### src/rtl/counter_sequencer.sv
// Run/pause/clear sequencer and rate generator for the 8-bit T-flip-flop counter.
// Optional macro COUNTER_SEQ_EDGE_EN makes start/pause/clear rising-edge triggered.
module counter_sequencer #(
  parameter int DIV_W = 26,
  parameter int RATE0 = 49999999,
  parameter int RATE1 = 24999999,
  parameter int RATE2 = 12499999,
  parameter int RATE3 = 0,
  parameter int TERM  = 255
) (
  input  logic       clk,
  input  logic       reset,
  input  logic       start,
  input  logic       pause,
  input  logic       clear,
  input  logic       one_shot,
  input  logic [1:0] rate_sel,
  output logic       cnt_en,
  output logic       cnt_clr_n,
  output logic [7:0] count,
  output logic       busy,
  output logic       done,
  output logic       blank
);

  localparam logic [DIV_W-1:0] C_RATE0   = DIV_W'(RATE0);
  localparam logic [DIV_W-1:0] C_RATE1   = DIV_W'(RATE1);
  localparam logic [DIV_W-1:0] C_RATE2   = DIV_W'(RATE2);
  localparam logic [DIV_W-1:0] C_RATE3   = DIV_W'(RATE3);
  localparam logic [7:0]       C_TERM    = 8'(TERM);
  localparam logic [7:0]       C_TERM_M1 = 8'(TERM - 1);

  typedef enum logic [1:0] {
    S_IDLE  = 2'd0,
    S_RUN   = 2'd1,
    S_PAUSE = 2'd2,
    S_DONE  = 2'd3
  } state_t;

  state_t           r_state;
  logic [DIV_W-1:0] r_div;
  logic [7:0]       r_count;
  logic             r_cnt_en;
  logic             r_cnt_clr_n;
  logic             r_busy;
  logic             r_done;
  logic             r_blank;

  logic             w_start;
  logic             w_pause;
  logic             w_clear;
  logic [DIV_W-1:0] w_rate;
  logic             w_div_hit;
  logic             w_term_hit;
  logic             w_suppress;
  logic [7:0]       w_count_inc;

`ifdef COUNTER_SEQ_EDGE_EN
  // Previous values reset high so a key already held through reset never fires.
  logic r_start_prev;
  logic r_pause_prev;
  logic r_clear_prev;

  always_ff @(posedge clk or posedge reset) begin
    if (reset) begin
      r_start_prev <= 1'b1;
      r_pause_prev <= 1'b1;
      r_clear_prev <= 1'b1;
    end else begin
      r_start_prev <= start;
      r_pause_prev <= pause;
      r_clear_prev <= clear;
    end
  end

  assign w_start = start & ~r_start_prev;
  assign w_pause = pause & ~r_pause_prev;
  assign w_clear = clear & ~r_clear_prev;
`else
  assign w_start = start;
  assign w_pause = pause;
  assign w_clear = clear;
`endif

  always_comb begin
    w_rate = C_RATE0;
    case (rate_sel)
      2'd0:    w_rate = C_RATE0;
      2'd1:    w_rate = C_RATE1;
      2'd2:    w_rate = C_RATE2;
      2'd3:    w_rate = C_RATE3;
      default: w_rate = C_RATE0;
    endcase
  end

  // >= rather than == so a switch to a faster rate mid-period ticks at once.
  assign w_div_hit   = (r_div >= w_rate);
  assign w_term_hit  = one_shot & r_cnt_en & (r_count == C_TERM_M1);
  assign w_suppress  = one_shot & ((r_count == C_TERM) | w_term_hit);
  assign w_count_inc = r_count + {7'd0, r_cnt_en};

  always_ff @(posedge clk or posedge reset) begin
    if (reset) begin
      r_state     <= S_IDLE;
      r_div       <= '0;
      r_count     <= '0;
      r_cnt_en    <= 1'b0;
      r_cnt_clr_n <= 1'b0;
      r_busy      <= 1'b0;
      r_done      <= 1'b0;
      r_blank     <= 1'b1;
    end else begin
      r_cnt_en    <= 1'b0;
      r_cnt_clr_n <= 1'b1;
      // The shadow follows the counter, which toggles on every edge with cnt_en high.
      r_count     <= w_count_inc;
      if (w_clear) begin
        r_state                  <= S_IDLE;
        r_div                    <= '0;
        r_count                  <= '0;
        r_cnt_clr_n              <= 1'b0;
        {r_busy, r_done, r_blank} <= 3'b001;
      end else if (w_term_hit) begin
        r_state                  <= S_DONE;
        r_count                  <= C_TERM;
        {r_busy, r_done, r_blank} <= 3'b010;
      end else begin
        case (r_state)
          S_IDLE: begin
            if (w_start) begin
              r_state                  <= S_RUN;
              r_div                    <= '0;
              {r_busy, r_done, r_blank} <= 3'b100;
            end
          end
          S_RUN: begin
            if (w_pause) begin
              r_state                  <= S_PAUSE;
              {r_busy, r_done, r_blank} <= 3'b000;
            end else if (w_div_hit) begin
              r_div    <= '0;
              r_cnt_en <= ~w_suppress;
            end else begin
              r_div <= r_div + DIV_W'(1);
            end
          end
          S_PAUSE: begin
            if (w_start) begin
              r_state                  <= S_RUN;
              {r_busy, r_done, r_blank} <= 3'b100;
            end
          end
          S_DONE: begin
            if (w_start) begin
              r_state                  <= S_RUN;
              r_div                    <= '0;
              r_count                  <= '0;
              r_cnt_clr_n              <= 1'b0;
              {r_busy, r_done, r_blank} <= 3'b100;
            end
          end
          default: begin
            r_state                  <= S_IDLE;
            {r_busy, r_done, r_blank} <= 3'b001;
          end
        endcase
      end
    end
  end

  assign cnt_en    = r_cnt_en;
  assign cnt_clr_n = r_cnt_clr_n;
  assign count     = r_count;
  assign busy      = r_busy;
  assign done      = r_done;
  assign blank     = r_blank;

endmodule

### config.mk
export PLATFORM = sky130hd
export DESIGN_NAME = counter_sequencer
export DESIGN_NICKNAME = d
export VERILOG_FILES = /design/src/rtl/counter_sequencer.sv
export SDC_FILE = /design/constraint.sdc
export NUM_CORES = 1
export LEC_CHECK = 0
export CORE_MARGIN = 3
export CORE_UTILIZATION = 30
export CTS_BUF_LIST = sky130_fd_sc_hd__clkbuf_8
export DETAILED_ROUTE_END_ITERATION = 8
export PLACE_DENSITY = 0.42
export SYNTH_ARGS = -nofsm -noshare
export SYNTH_HDL_FRONTEND = slang
export SYNTH_SLANG_ARGS = --single-unit
### constraint.sdc
create_clock -name clk -period 5.1 [get_ports clk]
set_input_delay 1.02 -clock clk [delete_from_list [all_inputs] [get_ports clk]]
set_output_delay 1.02 -clock clk [all_outputs]
set_load 0.005 [all_outputs]
==> impl_summary.log, run 1 <==
INFO  metric status = completed
INFO  metric synth-seq-cells = slightly above 40
INFO  metric worst-setup-path-type = input pin to register
INFO  metric p_int = 0.000451 W
INFO  metric crit_path_end_kind = register
INFO  metric rr_startpoint = r_div[6]$_DFFE_PP0P_
INFO  metric ys_seq_area_share = a little over a third
INFO  metric tritoncts = yes
INFO  metric grt_max_degree = 42
INFO  metric p_sw_share = 26.3%
INFO  metric post_dp_cell_area = 3230 um2
INFO  metric initial_core_util = 31.2%
INFO  metric cts_made_buffers = 5
INFO  metric grtUsageTotal = 14.4%
INFO  metric hold_path_class = register to register
INFO  metric fin_tns_setup = 0 ps
INFO  metric overflow = 0
INFO  metric detailedPlacementHpwl = around 5700 um
INFO  metric grt_pass1_vias = approximately 2.5k
INFO  metric antenna_cells = 0
INFO  metric worst_ir_drop_vdd = around 84 uV
INFO  metric postRouteWirelength = between 7000 and 8000 um
INFO  metric post_cts.resized_instances = 0
INFO  metric dpl.cell_count = between 400 and 500
INFO  metric clk_path_buf_depth = 2
INFO  metric grt_first_pass_wirelength = 12800 um
INFO  metric area_growth_syn_to_layout = 13.2%
INFO  metric cp_slowest_cell = sky130_fd_sc_hd__clkdlybuf4s50_1
INFO  metric synth_area_per_cell = about 8.9 um2
INFO  metric finalSetupViolations = 0
INFO  metric drt-wirelength-per-cell = around 16 um
INFO  metric first_iter_violations = about 110
INFO  metric die_area = around 11000 um2
INFO  metric clk_pin_slew = ~80 ps
INFO  metric combPwrFrac = between 10% and 20%
INFO  metric synthesis.yosys.warnings = 0
INFO  metric worst_slew_pin_slew = 896 ps
INFO  metric die_h = between 100 and 150 um
INFO  metric whs = about 520 ps
INFO  metric cts_hold_repair.buffers = 0
INFO  metric leakagePower = approximately 1.4 nW
INFO  metric timing.max_cap.violations = 0
INFO  metric grt_setup_unrepaired = false
INFO  metric timing.fmax = 0.246 GHz
INFO  metric buffer_ports.inserted = 20
INFO  metric cp_data_arrival_time = 4260 ps
INFO  metric syn_inst = between 300 and 400
INFO  metric timing.clock.skew = about 12 ps
INFO  metric post_route_antenna_net_violation_count = 0
INFO  metric layout.core_utilization = between 30% and 40%
INFO  metric detail_route.vias_per_cell = roughly 5.4
INFO  metric die_width = approximately 100 um
INFO  metric path_depth_of_the_worst_reg2reg_path = 6
INFO  metric netSwitchingPower = 0.000161 W
INFO  metric synth_enable_flop_cells = 0
INFO  metric timing.critical_path.slowest_cell_delay = ~540 ps
INFO  metric post_cts.repair.setup_buffers = 0
INFO  metric clock-sinks = between 40 and 50
INFO  metric fin_cells = 475
INFO  metric drc = 0
INFO  metric stdcell_area = about 3300 um2
INFO  metric max-slew-margin-rel = between 40 and 50%
INFO  metric ys_async_sr_fraction = between 90% and 100%
INFO  metric p_clk_share = ~34%
INFO  metric top_level_ports = 21
INFO  metric hold_viol = 0
INFO  metric grt_antenna_before_repair = 0
INFO  metric worst_setup_path_startpoint = rate_sel[1]
INFO  metric critPathRequiredTime = roughly 5300 ps
INFO  metric mostFrequentLayoutCell = sky130_fd_sc_hd__dfrtp_1
INFO  metric final_min_period_over_clock_period = 79.8%
INFO  metric via_count = 2563
INFO  metric post_synth_num_cell_types = 51
INFO  metric synth_ff_type = sky130_fd_sc_hd__dfrtp_1
INFO  metric sequentialPowerShare = a little over half
INFO  metric h-tree-depth = 2
INFO  metric hold_path_startpoint = r_div[14]$_DFFE_PP0P_
INFO  metric mappedNetlistArea = between 2000 and 3000 um2
INFO  metric finalCriticalPeriod = about 4100 ps
INFO  metric detail_route.first_pass.iterations = 6
INFO  metric crit_path_max_fanout = 12
INFO  metric ctsRootBufferMaster = sky130_fd_sc_hd__clkbuf_8
INFO  metric synth.net_count = between 300 and 400
INFO  metric num-nets-final = 374
INFO  metric clkLatencyLatePin = between 200 and 300 ps
INFO  metric worst_setup_path_start_kind = input pin
INFO  metric core_region_area = ~9400 um2
INFO  metric layout-drive-gt1-share = roughly 5.5%
INFO  metric layout_common_cells = sky130_fd_sc_hd__dfrtp_1 (40), sky130_fd_sc_hd__nand3_1 (35), sky130_fd_sc_hd__nand2_1 (33)
INFO  metric gp_routability_congestion = ~0.75
INFO  metric cp_cell_sequence = clkdlybuf4s50_1 -> inv_1 -> ha_1 -> inv_1 -> ha_1 -> or4_1 -> o311ai_1 -> a31o_1 -> nand2_1 -> o311ai_1
INFO  metric core.rowCount = 35
INFO  metric cellPowerDensity = ~180 nW/um2
INFO  metric number_of_slew_limit_violations_in_the_final_report = 0
INFO  metric hold-path-cell-count = 1
[per-stage QoR]
| stage | worst slack, ps | total power [W] |
|---|---|---|
| 3_3_place_gp | 772 | 0.000413 |
| 3_5_place_dp | 679 | 0.000413 |
| 2_1_floorplan | 2040 | 0.000385 |
| 4_1_cts | 995 | 0.000624 |
| 6_report | 1030 | 0.000612 |
| 5_1_grt | 746 | 0.000646 |
[layout make-up]
cell class                 instances  area (um2)
clock buffer                       5        68.8
multi-input combinational        256        1730
tap                              129         161
sequential                        41        1030
inverter                          17        63.8
fill                             990        6060
clock inverter                     3        12.5
timing repair buffer              24         243
[state kept, by name, indices dropped and copies added (netlist names)]
| signal | flops |
|---|---|
| r_div | 26 |
| count | 8 |
| r_state | 2 |
| blank | 1 |
| busy | 1 |
| cnt_clr_n | 1 |
| cnt_en | 1 |
| done | 1 |
[metal layers]
metal / part of all wire, % / track usage (%) / vias up
met2: 47 / 23.1 / 32
met5: 0 / 0 / -
li1: - / - / 1266
met4: 0.71 / 2.44 / 0
met1: 49 / 20.3 / 1259
met3: 3.1 / 2.96 / 6
[kinds of logic after synthesis]
family | Yosys count | synth area share, %
buffers and inverters | 33 | 5.78
multiplexers | 14 | 4.84
AO/OA/AOI/OAI | 73 | 16.8
adder cells (fa/ha/maj) | 23 | 9.67
XOR/XNOR | 6 | 1.80
flip-flops | 41 | 35.1
AND/OR/NAND/NOR | 140 | 26.0
[final timing paths]
path                       slack, ps                     to
min                              520  r_div[14]$_DFFE_PP0P_
max in group asynchronous       3300  r_div[15]$_DFFE_PP0P_
max                             1030  r_div[20]$_DFFE_PP0P_
min reg2reg                      520  r_div[14]$_DFFE_PP0P_
min in group asynchronous       1240   r_div[7]$_DFFE_PP0P_
max reg2reg                     2260  r_div[20]$_DFFE_PP0P_
[power groups by stage]
stage	clock, W	combinational [W]	sequential, W
CTS	0.000217	0.0000762	0.000331
finish	0.000207	0.0000742	0.000331
floorplan	0	0.0000476	0.000337
global placement	0	0.0000755	0.000337
detailed placement	0	0.0000757	0.000337
global route	0.000230	0.0000840	0.000331
[critical path, delay by kind of cell]
family                     cells  cell delay, ps
AOI/OAI and AO/OA              3            1230
buffers and inverters          3             790
and+or+nand+nor                2             770
adders and majority gates      2             450
[cell usage after synthesis, types with 2 or more instances]
cell	n	area share, %
sky130_fd_sc_hd__buf_6	5	1.9
sky130_fd_sc_hd__o211ai_1	7	1.8
sky130_fd_sc_hd__clkbuf_1	5	0.64
sky130_fd_sc_hd__inv_1	17	2.2
sky130_fd_sc_hd__a21boi_0	3	0.77
sky130_fd_sc_hd__nand3_1	35	6.0
sky130_fd_sc_hd__o311ai_1	5	1.5
sky130_fd_sc_hd__nor2_1	10	1.3
sky130_fd_sc_hd__a21oi_1	14	2.4
sky130_fd_sc_hd__and3_1	8	1.7
sky130_fd_sc_hd__a31oi_1	16	3.4
sky130_fd_sc_hd__a21o_1	3	0.77
sky130_fd_sc_hd__ha_1	21	9.0
sky130_fd_sc_hd__or3_1	3	0.64
sky130_fd_sc_hd__nor4_1	3	0.64
sky130_fd_sc_hd__dfrtp_1	40	34
sky130_fd_sc_hd__and2_1	4	0.86
sky130_fd_sc_hd__nand3b_1	7	1.8
sky130_fd_sc_hd__nand2b_1	3	0.64
sky130_fd_sc_hd__o31ai_1	2	0.51
sky130_fd_sc_hd__xor2_1	4	1.2
sky130_fd_sc_hd__nor2b_1	2	0.43
sky130_fd_sc_hd__nand4b_1	3	0.90
sky130_fd_sc_hd__and4_1	3	0.90
sky130_fd_sc_hd__a22o_1	2	0.60
sky130_fd_sc_hd__maj3_1	2	0.68
sky130_fd_sc_hd__nor3_1	8	1.4
sky130_fd_sc_hd__buf_2	5	0.86
sky130_fd_sc_hd__o21ai_0	12	2.1
sky130_fd_sc_hd__nand2_1	33	4.2
sky130_fd_sc_hd__xnor2_1	2	0.60
sky130_fd_sc_hd__nand4_1	9	1.9
sky130_fd_sc_hd__or4_1	2	0.51
sky130_fd_sc_hd__mux2i_1	13	4.4
sky130_fd_sc_hd__or4b_1	3	1.0
No activity file was read; power rests on OpenSTA's default activity.
==> inputs of run 2 (changes only) <==
- PLACE_DENSITY: 0.42 -> 0.44
- clock period: 5.1 -> 3.7 ns (I/O delays scaled with it)
==> impl_summary.log, run 2 (synthesis results as in run 1) <==
INFO  metric p_int = 0.000646 W (+43%)
INFO  metric layout.core_utilization = 36.0% (+0.68 points)
INFO  metric die_h = 105 um (unchanged)
INFO  metric worst_setup_path_start_kind = input pin
INFO  metric detail_route.first_pass.iterations = 4 (-2)
INFO  metric first_iter_violations = 143 (+32%)
INFO  metric dpl.cell_count = 476 (+1.9%)
INFO  metric clkLatencyLatePin = 290 ps (about the same)
INFO  metric buffer_ports.inserted = 20 (unchanged)
INFO  metric timing.fmax = ~0.3 GHz
INFO  metric gp_routability_congestion = 0.781 (+3.6%)
INFO  metric leakagePower = 1.38 nW (+2.1%)
INFO  metric worst-setup-path-type = input pin to register
INFO  metric clock-sinks = 41 (unchanged)
INFO  metric critPathRequiredTime = 3860 ps (-1440 ps)
INFO  metric hold_path_class = register to register
INFO  metric finalCriticalPeriod = roughly 3300 ps
INFO  metric number_of_slew_limit_violations_in_the_final_report = 0 (unchanged)
INFO  metric core_region_area = 9370 um2 (unchanged)
INFO  metric overflow = 0 (unchanged)
INFO  metric crit_path_end_kind = register
INFO  metric via_count = 2561 (-0.078%)
INFO  metric final_min_period_over_clock_period = about nine tenths
INFO  metric post_dp_cell_area = 3280 um2 (+1.7%)
INFO  metric timing.max_cap.violations = 0 (unchanged)
INFO  metric top_register = r_div
INFO  metric postRouteWirelength = 7830 um (+1.3%)
INFO  metric cellPowerDensity = 258 nW/um2 (+40%)
INFO  metric stdcell_area = 3370 um2 (+1.9%)
INFO  metric grtUsageTotal = 14.4% (-0.015 points)
INFO  metric timing.clock.skew = 8.20 ps (-4.12 ps)
INFO  metric largest_reg_flops = 26 (unchanged)
INFO  metric ctsRootBufferMaster = sky130_fd_sc_hd__clkbuf_8
INFO  metric p_sw_share = 25.9% (-0.38 points)
INFO  metric clk_path_buf_depth = 2 (unchanged)
INFO  metric layout_common_cells = sky130_fd_sc_hd__dfrtp_1 (40), sky130_fd_sc_hd__nand3_1 (35), sky130_fd_sc_hd__nand2_1 (33)
INFO  metric post_route_antenna_net_violation_count = 0 (unchanged)
INFO  metric antenna_cells = 0 (unchanged)
INFO  metric status = completed
INFO  metric tritoncts = yes
INFO  metric detail_route.vias_per_cell = 5.30 (-1.7%)
INFO  metric p_clk_share = 35.4% (+1.6 points)
INFO  metric num-nets-final = 383 (+2.4%)
INFO  metric grt_first_pass_wirelength = 12900 um (+0.11%)
INFO  metric grt_pass1_vias = 2369 (-4.2%)
INFO  metric initial_core_util = 31.2% (unchanged)
INFO  metric crit_path_max_fanout = 26 (+14)
INFO  metric drc = 0 (unchanged)
INFO  metric cts_hold_repair.buffers = 0 (unchanged)
INFO  metric post_cts.repair.setup_buffers = 0 (unchanged)
INFO  metric worst_slew_pin_slew = 878 ps (-17.8 ps)
INFO  metric h-tree-depth = 2 (unchanged)
INFO  metric area_growth_syn_to_layout = 15.4%
INFO  metric layout-drive-gt1-share = 7.91% (+2.4 points)
INFO  metric netSwitchingPower = 0.000226 W (+40%)
INFO  metric grt_max_degree = 27 (-36%)
INFO  metric worst_ir_drop_vdd = 123 uV (+45%)
INFO  metric mostFrequentLayoutCell = sky130_fd_sc_hd__dfrtp_1
INFO  metric top_level_ports = 21 (unchanged)
INFO  metric die_area = 11000 um2 (unchanged)
INFO  metric finalPower = 0.000872 W (+43%)
INFO  metric grt_antenna_before_repair = 0 (unchanged)
INFO  metric max-slew-margin-rel = 41.1% (+0.91 points)
INFO  metric fin_tns_setup = 0 ps (unchanged)
INFO  metric die_width = 105 um (unchanged)
INFO  metric hold_viol = 0 (unchanged)
INFO  metric post_cts.resized_instances = 0 (unchanged)
INFO  metric clk_pin_slew = 80 ps (about the same)
INFO  metric combPwrFrac = 12.3% (+0.2 points)
INFO  metric finalSetupViolations = 0 (unchanged)
INFO  metric grt_setup_unrepaired = false
INFO  metric fin_cells = 483 (+1.7%)
INFO  metric cts_made_buffers = 5 (unchanged)
INFO  metric detailedPlacementHpwl = 5870 um (+2.6%)
INFO  metric sequentialPowerShare = 52.3% (-1.8 points)
INFO  metric drt-wirelength-per-cell = 16.2 um (-0.33%)
INFO  metric core.rowCount = 35 (unchanged)
INFO  metric cp_data_arrival_time = 3500 ps (-760 ps)
run 2: cell types whose count changed in the layout (fill, tap and decap cells not counted):
cell,change
sky130_fd_sc_hd__clkbuf_8,+1
sky130_fd_sc_hd__clkinv_2,-1
sky130_fd_sc_hd__inv_1,-2
sky130_fd_sc_hd__buf_12,-1
sky130_fd_sc_hd__buf_4,+10
sky130_fd_sc_hd__clkinvlp_4,+1
sky130_fd_sc_hd__inv_2,-1
sky130_fd_sc_hd__clkinv_1,+1
run 2: power groups by stage:
stage | combinational, W | clock, W | sequential [W]
2_1_floorplan | 0.0000657 | 0 | 0.000465
3_3_place_gp | 0.000109 | 0 | 0.000465
3_5_place_dp | 0.000108 | 0 | 0.000465
4_1_cts | 0.000109 | 0.000324 | 0.000456
5_1_grt | 0.000120 | 0.000335 | 0.000457
6_report | 0.000107 | 0.000309 | 0.000456
run 2: area by class of cell:
class                           instances  area, um2
Clock buffer                            6       82.6
Clock inverter                          1       7.51
Fill cell                            1002       6000
Inverter                               17       63.8
Multi-Input combinational cell        256       1730
Sequential cell                        41       1030
Tap cell                              129        161
Timing Repair Buffer                   33        298
run 2: per-layer routing:
layer | track usage [%] | part of all wire [%]
met2 | 22.6 | 47
met3 | 2.35 | 2.0
met5 | 0 | 0
met1 | 20.6 | 50
met4 | 3.19 | 0.83
run 2: worst max-delay path: stages:
cell and delay, ps:
sky130_fd_sc_hd__clkdlybuf4s50_1 550, sky130_fd_sc_hd__inv_1 80, sky130_fd_sc_hd__ha_1 290, sky130_fd_sc_hd__inv_1 130
sky130_fd_sc_hd__ha_1 180, sky130_fd_sc_hd__or4b_1 440, sky130_fd_sc_hd__a21boi_0 180, sky130_fd_sc_hd__o31ai_1 140
sky130_fd_sc_hd__and3_1 230, sky130_fd_sc_hd__buf_4 240, sky130_fd_sc_hd__a31oi_1 190, sky130_fd_sc_hd__mux2i_1 90
run 2: final timing paths:
check	startpoint	end	slack, ps	cells after the start
max	rate_sel[0]	r_div[2]$_DFFE_PP0P_	370	12
min	blank$_DFFE_PP1P_	blank$_DFFE_PP1P_	540	1
max reg2reg	r_div[17]$_DFFE_PP0P_	r_div[25]$_DFFE_PP0P_	1210	7
min reg2reg	blank$_DFFE_PP1P_	blank$_DFFE_PP1P_	540	1
max in group asynchronous	reset	r_div[16]$_DFFE_PP0P_	2160	3
min in group asynchronous	reset	r_div[10]$_DFFE_PP0P_	830	2
run 2: per-stage QoR:
stage | hold slack (ps) | setup WS [ps]
CTS | 539 | 373
floorplan | 475 | 916
finish | 535 | 368
detailed placement | 527 | 81.0
global route | 554 | 131
global placement | 530 | 110
==> inputs of run 3 (changes only) <==
--- a/config.mk
+++ b/config.mk
@@ -7,2 +7,3 @@
 export LEC_CHECK = 0
+export CAP_MARGIN = 0
 export CORE_MARGIN = 3
@@ -11,2 +12,3 @@
 export DETAILED_ROUTE_END_ITERATION = 8
+export GPL_TIMING_DRIVEN = 1
 export PLACE_DENSITY = 0.44
==> constraint.sdc (replaced) <==
create_clock -name clk -period 3.7 [get_ports clk]
set_input_delay 1.11 -clock clk [delete_from_list [all_inputs] [get_ports clk]]
set_output_delay 1.11 -clock clk [all_outputs]
set_load 0.005 [all_outputs]
==> impl_summary.log, run 3 (synthesis results as in run 1) <==
INFO  metric ctsRootBufferMaster = sky130_fd_sc_hd__clkbuf_8
INFO  metric hold_viol = 0 (unchanged)
INFO  metric post_cts.repair.setup_buffers = 0 (unchanged)
INFO  metric hold_end = done$_DFFE_PP0P_
INFO  metric detailedPlacementHpwl = 5710 um (-2.7%)
INFO  metric detailedPlace.worstSlack = -282 ps (-364 ps)
INFO  metric area_growth_syn_to_layout = 18.5%
INFO  metric post_route_antenna_net_violation_count = 0 (unchanged)
INFO  metric cts_made_buffers = 5 (unchanged)
INFO  metric timing.max_cap.violations = 0 (unchanged)
INFO  metric critPathRequiredTime = 3870 ps (about the same)
INFO  metric hold_path_class = register to register
INFO  metric clkLatencyLatePin = 290 ps (about the same)
INFO  metric top_register = r_div
INFO  metric cts_hold_repair.buffers = 0 (unchanged)
INFO  metric worst_slew_pin_slew = 677 ps (-201 ps)
INFO  metric top_level_ports = 21 (unchanged)
INFO  metric max-slew-margin-rel = 54.4% (+13 points)
INFO  metric buffer_ports.inserted = 20 (unchanged)
INFO  metric timing.clock.skew = 9.28 ps (+1.09 ps)
INFO  metric cellPowerDensity = 248 nW/um2 (-4.1%)
INFO  metric h-tree-depth = 2 (unchanged)
INFO  metric finalWorstSetupSlack = 127 ps (-242 ps)
INFO  metric die_width = 105 um (unchanged)
INFO  metric via_count = 2653 (+3.6%)
INFO  metric grt_pass1_vias = 2516 (+6.2%)
INFO  metric core.rowCount = 35 (unchanged)
INFO  metric clk_pin_slew = 90 ps (about the same)
INFO  metric path_depth_of_the_worst_reg2reg_path = 7 (unchanged)
INFO  metric layout_common_cells = sky130_fd_sc_hd__dfrtp_1 (40), sky130_fd_sc_hd__nand3_1 (35), sky130_fd_sc_hd__nand2_1 (32)
INFO  metric layout-drive-gt1-share = 11.5% (+3.6 points)
INFO  metric fin_cells = 493 (+2.1%)
INFO  metric timing.fmax = 0.280 GHz (-6.8%)
INFO  metric detail_route.vias_per_cell = 5.38 (+1.5%)
INFO  metric leakagePower = 1.43 nW (+3.4%)
INFO  metric gp_routability_congestion = 0.802 (+2.6%)
INFO  metric first_iter_violations = 124 (-13%)
INFO  metric tritoncts = yes
INFO  metric initial_core_util = 31.2% (unchanged)
INFO  metric worst_ir_drop_vdd = 129 uV (+5.0%)
INFO  metric antenna_cells = 0 (unchanged)
INFO  metric number_of_slew_limit_violations_in_the_final_report = 0 (unchanged)
INFO  metric rr_startpoint = r_div[2]$_DFFE_PP0P_
INFO  metric finalCriticalPeriod = 3570 ps (+242 ps)
INFO  metric die_h = 105 um (unchanged)
INFO  metric largest_reg_flops = 26 (unchanged)
INFO  metric mostFrequentLayoutCell = sky130_fd_sc_hd__dfrtp_1
INFO  metric crit_path_max_fanout = 16 (-38%)
INFO  metric grt_max_degree = 42 (+56%)
INFO  metric grt_first_pass_wirelength = 13100 um (+1.6%)
INFO  metric dpl.cell_count = 485 (+1.9%)
INFO  metric overflow = 0 (unchanged)
INFO  metric hold_path_startpoint = done$_DFFE_PP0P_
INFO  metric r2r_path_end = r_div[25]$_DFFE_PP0P_
INFO  metric num-nets-final = 392 (+2.3%)
INFO  metric rrSetupSlack = 1210 ps (about the same)
INFO  metric core_region_area = 9370 um2 (unchanged)
INFO  metric grt_antenna_before_repair = 0 (unchanged)
INFO  metric drc = 0 (unchanged)
INFO  metric detail_route.first_pass.iterations = 4 (unchanged)
INFO  metric worst-setup-path-type = input pin to register
INFO  metric final_min_period_over_clock_period = 96.6% (+6.5 points)
INFO  metric hold-path-cell-count = 2 (+1)
INFO  metric clk_path_buf_depth = 2 (unchanged)
INFO  metric grt_setup_unrepaired = true
INFO  metric finalSetupViolations = 0 (unchanged)
INFO  metric drt-wirelength-per-cell = 15.9 um (-2.1%)
INFO  metric grtUsageTotal = 14.7% (+0.30 points)
INFO  metric worst_setup_path_start_kind = input pin
INFO  metric die_area = 11000 um2 (unchanged)
INFO  metric status = completed
INFO  metric clock-sinks = 41 (unchanged)
INFO  metric postRouteWirelength = 7820 um (about the same)
INFO  metric cp_data_arrival_time = 3750 ps (+250 ps)
INFO  metric crit_path_end_kind = register
==> run 3: worst max-delay path by stage <==
stage / start / end / slack [ps] / cells past startpoint
floorplan: rate_sel[0] / r_div[25]$_DFFE_PP0P_ / 550 / 11
detailed placement: rate_sel[1] / r_div[5]$_DFFE_PP0P_ / -280 / 12
global route: rate_sel[1] / r_div[25]$_DFFE_PP0P_ / -10 / 12
CTS: rate_sel[1] / r_div[5]$_DFFE_PP0P_ / 10 / 12
finish: rate_sel[0] / r_div[25]$_DFFE_PP0P_ / 130 / 10
global placement: rate_sel[1] / r_div[6]$_DFFE_PP0P_ / -260 / 12
==> run 3: metrics by stage <==
stage | instance area, um2 | hold slack [ps] | power, W | utilization, % | TNS [ps]
floorplan | 2920 | 475 | 0.000531 | - | 0
global placement | 3360 | 529 | 0.000581 | 35.9 | -4110
detailed placement | 3360 | 531 | 0.000581 | 35.9 | -4510
CTS | 3450 | 545 | 0.000874 | 36.8 | 0
global route | 3460 | 548 | 0.000904 | 37.0 | -10.9
finish | 3460 | 541 | 0.000859 | 37.0 | 0
==> run 3: cell type report <==
| class | instances | area [um2] |
|---|---|---|
| repair buffers | 42 | 378 |
| inverters | 17 | 63.8 |
| flip-flops and latches | 41 | 1030 |
| well taps | 129 | 161 |
| clock buffers | 5 | 68.8 |
| fillers | 992 | 5910 |
| multi-input cells | 256 | 1750 |
| clock inverters | 3 | 13.8 |
==> run 3: power by group <==
group          internal (W)  switching, W
clock              0.000128      0.000158
sequential         0.000453    0.00000330
combinational     0.0000521     0.0000637
==> run 3: what timing repair did <==
action	CTS	global route
gates resized for setup	0	6
endpoints found under the setup margin	0	22
endpoints found under the hold margin	0	0
==> run 3: critical path, stage by stage <==
cell and delay, ps:
sky130_fd_sc_hd__clkdlybuf4s50_1 500, sky130_fd_sc_hd__buf_4 130, sky130_fd_sc_hd__ha_2 220, sky130_fd_sc_hd__or4b_1 460, sky130_fd_sc_hd__a211oi_2 220, sky130_fd_sc_hd__o311ai_1 160, sky130_fd_sc_hd__a31o_1 280, sky130_fd_sc_hd__buf_4 210
sky130_fd_sc_hd__and4_1 190, sky130_fd_sc_hd__a221o_1 260
==> run 3: metal layers <==
layer  vias to the layer above  routed length (um)  share of wire, %  global-route usage [%]
li1                       1304                   -                 -                       -
met3                         4                 267               3.4                    2.47
met2                        48                3680                47                    24.0
met5                         -                   0                 0                       0
met4                         0                  74              0.95                    2.72
met1                      1297                3800                49                    20.5
